<file path="src/rtl/mem_req_sched.sv">
// Data-cache request sequencer: round-robin load/store arbitration, one request
// in flight, load-miss refill from backing memory followed by a load replay.
module mem_req_sched #(
  parameter int unsigned MEM_TIMEOUT = 64,
  parameter int unsigned MAX_REPLAY  = 2
) (
  input  logic        clk,
  input  logic        rstn,
  input  logic        ld_valid,
  output logic        ld_ready,
  input  logic [31:0] ld_pc,
  input  logic [31:0] ld_addr,
  input  logic [5:0]  ld_reg,
  input  logic [3:0]  ld_op,
  input  logic        st_valid,
  output logic        st_ready,
  input  logic [31:0] st_pc,
  input  logic [31:0] st_addr,
  input  logic [31:0] st_data,
  input  logic [3:0]  st_op,
  output logic        c_read_en,
  output logic        c_write_en,
  output logic [31:0] c_pc,
  output logic [31:0] c_addr,
  output logic [5:0]  c_reg,
  output logic [3:0]  c_op,
  output logic [31:0] c_data,
  input  logic        c_data_valid,
  input  logic [31:0] c_lwdata,
  input  logic        c_has_stored,
  input  logic        c_miss,
  output logic        mem_req_valid,
  output logic [31:0] mem_req_addr,
  input  logic        mem_resp_valid,
  input  logic [31:0] mem_resp_data,
  output logic        resp_valid,
  output logic [31:0] resp_pc,
  output logic [5:0]  resp_reg,
  output logic [31:0] resp_data,
  output logic        resp_is_store,
  output logic        busy,
  output logic        err
);

  localparam int unsigned TW = $clog2(MEM_TIMEOUT + 1);
  localparam int unsigned RW = $clog2(MAX_REPLAY + 2);
  localparam logic [3:0] OP_SW = 4'd10;

  typedef enum logic [2:0] {
    S_IDLE, S_ISSUE, S_WAIT, S_MREQ, S_MWAIT, S_FILL, S_RESP
  } state_t;

  typedef struct packed {
    logic        is_store;
    logic [31:0] pc;
    logic [31:0] addr;
    logic [31:0] data;
    logic [5:0]  rg;
    logic [3:0]  op;
  } req_t;

  typedef struct packed {
    logic        read_en;
    logic        write_en;
    logic [31:0] pc;
    logic [31:0] addr;
    logic [5:0]  rg;
    logic [3:0]  op;
    logic [31:0] data;
  } cbus_t;

  typedef struct packed {
    logic        valid;
    logic [31:0] pc;
    logic [5:0]  rg;
    logic [31:0] data;
    logic        is_store;
  } resp_t;

  state_t      state, state_n;
  req_t        req_q, req_n;
  logic [31:0] data_q, data_n;
  logic [TW-1:0] tmo_q, tmo_n;
  logic [RW-1:0] rpl_q, rpl_n;
  logic        err_n;
  logic        last_st_q, last_st_n;
  cbus_t       cbus_q, cbus_n;
  resp_t       resp_q, resp_n;
  logic        mreq_valid_n;
  logic [31:0] mreq_addr_n;
  logic        busy_n;
  logic        grant_ld;
  logic [31:0] aligned_n;

  // Round-robin: with both sides valid, the side that did not win last time goes.
  assign grant_ld = ld_valid && (!st_valid || last_st_q);
  assign ld_ready = (state == S_IDLE) && grant_ld;
  assign st_ready = (state == S_IDLE) && st_valid && !grant_ld;

  // Next state, and next values of every registered output derived from it.
  always_comb begin
    state_n   = state;
    req_n     = req_q;
    data_n    = data_q;
    tmo_n     = tmo_q;
    rpl_n     = rpl_q;
    err_n     = err;
    last_st_n = last_st_q;

    unique case (state)
      S_IDLE: begin
        if (ld_valid && ld_ready) begin
          req_n     = '{is_store: 1'b0, pc: ld_pc, addr: ld_addr, data: 32'd0,
                        rg: ld_reg, op: ld_op};
          data_n    = 32'd0;
          last_st_n = 1'b0;
          state_n   = S_ISSUE;
        end else if (st_valid && st_ready) begin
          req_n     = '{is_store: 1'b1, pc: st_pc, addr: st_addr, data: st_data,
                        rg: 6'd0, op: st_op};
          data_n    = 32'd0;
          last_st_n = 1'b1;
          state_n   = S_ISSUE;
        end
      end
      S_ISSUE: state_n = S_WAIT;
      S_WAIT: begin
        if (req_q.is_store) begin
          if (c_has_stored) state_n = S_RESP;
        end else if (c_data_valid) begin
          data_n  = c_lwdata;
          state_n = S_RESP;
        end else if (c_miss) begin
          state_n = S_MREQ;
        end
      end
      S_MREQ: state_n = S_MWAIT;
      S_MWAIT: begin
        if (mem_resp_valid) begin
          data_n  = mem_resp_data;
          tmo_n   = '0;
          state_n = S_FILL;
        end else if (tmo_q == TW'(MEM_TIMEOUT - 1)) begin
          err_n   = 1'b1;
          data_n  = 32'd0;
          state_n = S_RESP;
        end else begin
          tmo_n = tmo_q + TW'(1);
        end
      end
      S_FILL: begin
        if (rpl_q == RW'(MAX_REPLAY)) begin
          err_n   = 1'b1;
          data_n  = 32'd0;
          state_n = S_RESP;
        end else begin
          rpl_n   = rpl_q + RW'(1);
          state_n = S_ISSUE;
        end
      end
      S_RESP: begin
        tmo_n   = '0;
        rpl_n   = '0;
        state_n = S_IDLE;
      end
      default: state_n = S_IDLE;
    endcase

    aligned_n    = {req_n.addr[31:2], 2'b00};
    cbus_n       = '0;
    resp_n       = '0;
    mreq_valid_n = 1'b0;
    mreq_addr_n  = 32'd0;
    busy_n       = (state_n != S_IDLE);

    unique case (state_n)
      S_ISSUE: begin
        cbus_n.read_en  = !req_n.is_store;
        cbus_n.write_en = req_n.is_store;
        cbus_n.pc       = req_n.pc;
        cbus_n.addr     = req_n.addr;
        cbus_n.rg       = req_n.rg;
        cbus_n.op       = req_n.op;
        cbus_n.data     = req_n.data;
      end
      S_FILL: begin
        cbus_n.write_en = 1'b1;
        cbus_n.pc       = req_n.pc;
        cbus_n.addr     = aligned_n;
        cbus_n.rg       = req_n.rg;
        cbus_n.op       = OP_SW;
        cbus_n.data     = data_n;
      end
      S_MREQ: begin
        mreq_valid_n = 1'b1;
        mreq_addr_n  = aligned_n;
      end
      S_RESP: begin
        resp_n.valid    = 1'b1;
        resp_n.pc       = req_n.pc;
        resp_n.rg       = req_n.rg;
        resp_n.data     = data_n;
        resp_n.is_store = req_n.is_store;
      end
      default: ;
    endcase
  end

  always_ff @(posedge clk or negedge rstn) begin
    if (!rstn) begin
      state         <= S_IDLE;
      req_q         <= '0;
      data_q        <= 32'd0;
      tmo_q         <= '0;
      rpl_q         <= '0;
      err           <= 1'b0;
      last_st_q     <= 1'b1;
      cbus_q        <= '0;
      resp_q        <= '0;
      mem_req_valid <= 1'b0;
      mem_req_addr  <= 32'd0;
      busy          <= 1'b0;
    end else begin
      state         <= state_n;
      req_q         <= req_n;
      data_q        <= data_n;
      tmo_q         <= tmo_n;
      rpl_q         <= rpl_n;
      err           <= err_n;
      last_st_q     <= last_st_n;
      cbus_q        <= cbus_n;
      resp_q        <= resp_n;
      mem_req_valid <= mreq_valid_n;
      mem_req_addr  <= mreq_addr_n;
      busy          <= busy_n;
    end
  end

  assign c_read_en     = cbus_q.read_en;
  assign c_write_en    = cbus_q.write_en;
  assign c_pc          = cbus_q.pc;
  assign c_addr        = cbus_q.addr;
  assign c_reg         = cbus_q.rg;
  assign c_op          = cbus_q.op;
  assign c_data        = cbus_q.data;
  assign resp_valid    = resp_q.valid;
  assign resp_pc       = resp_q.pc;
  assign resp_reg      = resp_q.rg;
  assign resp_data     = resp_q.data;
  assign resp_is_store = resp_q.is_store;

endmodule

</file>
<file path="config.mk">
export PLATFORM = sky130hd
export DESIGN_NAME = mem_req_sched
export DESIGN_NICKNAME = d
export VERILOG_FILES = /design/src/rtl/mem_req_sched.sv
export SDC_FILE = /design/constraint.sdc
export NUM_CORES = 1
export LEC_CHECK = 0
export ABC_AREA = 1
export CAP_MARGIN = 10
export CORE_ASPECT_RATIO = 0.6
export CORE_MARGIN = 2
export CORE_UTILIZATION = 30
export CTS_CLUSTER_DIAMETER = 60
export DETAILED_ROUTE_END_ITERATION = 8
export PLACE_DENSITY = 0.59
export SYNTH_ARGS = -nofsm -noshare
export SYNTH_HDL_FRONTEND = slang
export SYNTH_SLANG_ARGS = --single-unit
</file>
<file path="constraint.sdc">
create_clock -name clk -period 1.65 [get_ports clk]
set_clock_uncertainty 0.05 [all_clocks]
set_input_delay 0.33 -clock clk [delete_from_list [all_inputs] [get_ports clk]]
set_output_delay 0.33 -clock clk [all_outputs]
set_load 0.02 [all_outputs]
</file>
==> results.cfg <==
[job]
cap_viol_max_count = 0

[placement]
pre_cts_ws_ns = -0.703
port_buffers = 460
dp_hpwl_mm = 35.6
gp_congestion = 0.833

[yosys]
synth_cell_type_count = 35
synthMostInstantiatedCell = inv_1
ys_ff_latch = 365
synth_area_um2 = 14700
synth-main-ff-cell = dfrtp_1
synth_cells = 1633
syn_area_per_cell_um2 = 9.01
synth_top_area_cell = dfrtp_1
ys_seq_area_frac = 0.621
synth_edf_count = 0
synth_top_cells_by_count = inv_1 (371), dfrtp_1 (364), nand2_1 (311), nor2_1 (193), nand3_1 (80)
synth_top_area_share = 0.619
synthArstFlopShare = 1.00
ys_warn_count = 0
synthTopCellsByArea = dfrtp_1 (62%), inv_1 (9.5%), nand2_1 (7.9%)

[sta]
setup_viol = 358
slew_viol_final = 0
finalSetupTns_ns = -92.90
post-route-period-util = 1.25
fin_ws_ns = -0.412
min_period_ns = 2.06
rsz0062_at_grt = yes
timing.fmax_ghz = 0.485
finalHoldViolCount = 0

[clocking]
clockBufferDepth = 3
worst_skew_pair.late_latency_ns = 0.55
clkSlewWorstSetupHoldPaths_ns = 0.07
cts_buffers = 38
clock_sinks = 365
cts-htree-levels = 2
root_buffer = clkbuf_16
tritoncts = built

[floorplanning]
fp.dieW_um = 290
io_pins = 463
die_h_um = 176
core_um2 = 48100
rows = 62
start_util = 0.306
dieArea_um2 = 50900

[layout]
syn_to_final_growth_pct = 75.0
regMostFlops = req_q
drive_above_1_share = 0.280
seq_area_um2 = 9140
nNetsFinal = 2526
largest_reg_flops = 107
multi_input_area_um2 = 5720
fillers = 4211
n_antenna_cell = 0

[worst_setup_path]
timing.rr.start = state[0]$_DFF_PN0_
crit_fanout = 6
r2r_slack_ns = -0.41
arrival_ns = 2.49
worstSetupStartpointType = register
criticalPathCategory = reg2reg
reg2reg_to = resp_reg[5]$_DFF_PN0_
reg2reg_depth = 11
required_ns = 2.08
end_kind = register

[drt]
drc_errors = 0
ant_nets = 0
wl_per_cell_um = 19.9
drt-pass1-iter-count = 5
wl_mm = 58.7
via_per_inst = 4.52
drtIter0Drc = 673
via_count = 13315

[global_routing]
grt_usage = 0.229
antenna_found_initial = 0
grt_pass1_vias = 14233
grt_start_max_net_pins = 50
grt_pass1_wl_mm = 87.6
grt_overflow = 0

[min_path]
hp-class = in2async

[power]
internal_power_uw = 28700
ir_worst_vdd_uv = 790
p_switching_uw = 19700
clkPwrFrac = 0.180
combPwrFrac = 0.549
p_seq_frac = 0.271
p_leak_uw = 0.0136
sw_frac_of_total = 0.407
power_density_nw_per_um2 = 1880

[status]
failed_checks = negative setup slack
status = finished, violations left
==> power by group through the flow <==
stage / combinational [µW] / sequential [µW] / clock, µW
after floorplan: 7120 / 14800 / 0
after global placement: 16700 / 13100 / 0
after detailed placement: 17000 / 13200 / 0
after CTS: 25300 / 13100 / 8900
after global routing: 28400 / 13400 / 9280
final: 26600 / 13100 / 8710
==> metal layers <==
metal	global-route usage	vias to the layer above	wire length (µm)
met5	0	-	0
met4	0.0519	0	1140
met3	0.0445	84	2830
met2	0.365	343	27300
met1	0.325	6697	27400
li1	-	6191	-
==> cells in the final DEF, fill, tap and decap left out, types with 51 or more instances in the layout <==
master           count
nand2_1            273
buf_4               94
nor2_2              51
dlygate4sd2_1      170
nor2_1             128
buf_12              51
dfrtp_1            361
inv_2               65
clkdlybuf4s50_1    244
o211ai_1            66
nand3_4             55
inv_1              309
==> worst max path at each step <==
| stage | slack (ns) | cells past startpoint | end | from |
|---|---|---|---|---|
| 2_1_floorplan | 0.0004 | 10 | resp_pc[24]$_DFF_PN0_ | state[1]$_DFF_PN0_ |
| 3_3_place_gp | -0.63 | 9 | mem_req_addr[9]$_DFF_PN0_ | st_valid |
| 3_5_place_dp | -0.70 | 9 | mem_req_addr[20]$_DFF_PN0_ | st_valid |
| 4_1_cts | -0.41 | 6 | ld_ready | state[1]$_DFF_PN0_ |
| 5_1_grt | -0.46 | 6 | ld_ready | state[0]$_DFF_PN0_ |
| 6_report | -0.41 | 11 | resp_reg[5]$_DFF_PN0_ | state[0]$_DFF_PN0_ |
==> metrics by stage <==
step,total power [µW],cells,util,instance area [µm²],hold WS [ns]
after CTS,47300,2942,0.526,25300,0.190
final,48400,2947,0.535,25700,0.204
after floorplan,21900,1634,-,14700,-0.0156
after global routing,51100,2947,0.535,25700,0.209
after global placement,29800,2774,0.435,20900,0.172
after detailed placement,30100,2774,0.435,20900,0.166
==> logic make-up (layout without fill, tap and decap cells) <==
logic type | count (synthesis) | count (layout) | share of synthesized area
flip-flops | 365 | 365 | 0.621
AO/OA/AOI/OAI | 153 | 153 | 0.0646
other | 1 | 2 | 0.000255
AND/OR/NAND/NOR | 665 | 665 | 0.192
buffers and inverters | 447 | 1120 | 0.120
adder cells (fa/ha/maj) | 2 | 2 | 0.00170
==> repair_timing <==
| item | 4_1_cts | 5_1_grt |
|---|---|---|
| hold endpoints to repair | 201 | 0 |
| endpoints found under the setup margin | 572 | 419 |
| hold buffers | 1 | 0 |
| setup buffers | 66 | 21 |
| gates cloned | 37 | 2 |
| resized for setup | 715 | 188 |
| pin swaps | 74 | 80 |
==> final cells by class <==
| type | instances | share of cell area |
|---|---|---|
| repair buffers | 675 | 0.288 |
| clock inverters | 14 | 0.00593 |
| clock buffers | 55 | 0.0425 |
| multi-input cells | 822 | 0.222 |
| well taps | 640 | 0.0311 |
| inverters | 376 | 0.0557 |
| flip-flops and latches | 365 | 0.355 |
==> worst max-delay path, stage by stage, from the launching register on <==
cell and delay (ns):
dfrtp_2 0.44, buf_6 0.14, inv_8 0.05, buf_6 0.10, buf_6 0.09, nor2_4 0.04, o31ai_4 0.30, nand3_4 0.20
buf_12 0.20, buf_12 0.12, buf_16 0.13, nor2_1 0.09
(Power assumes the default switching activity.)
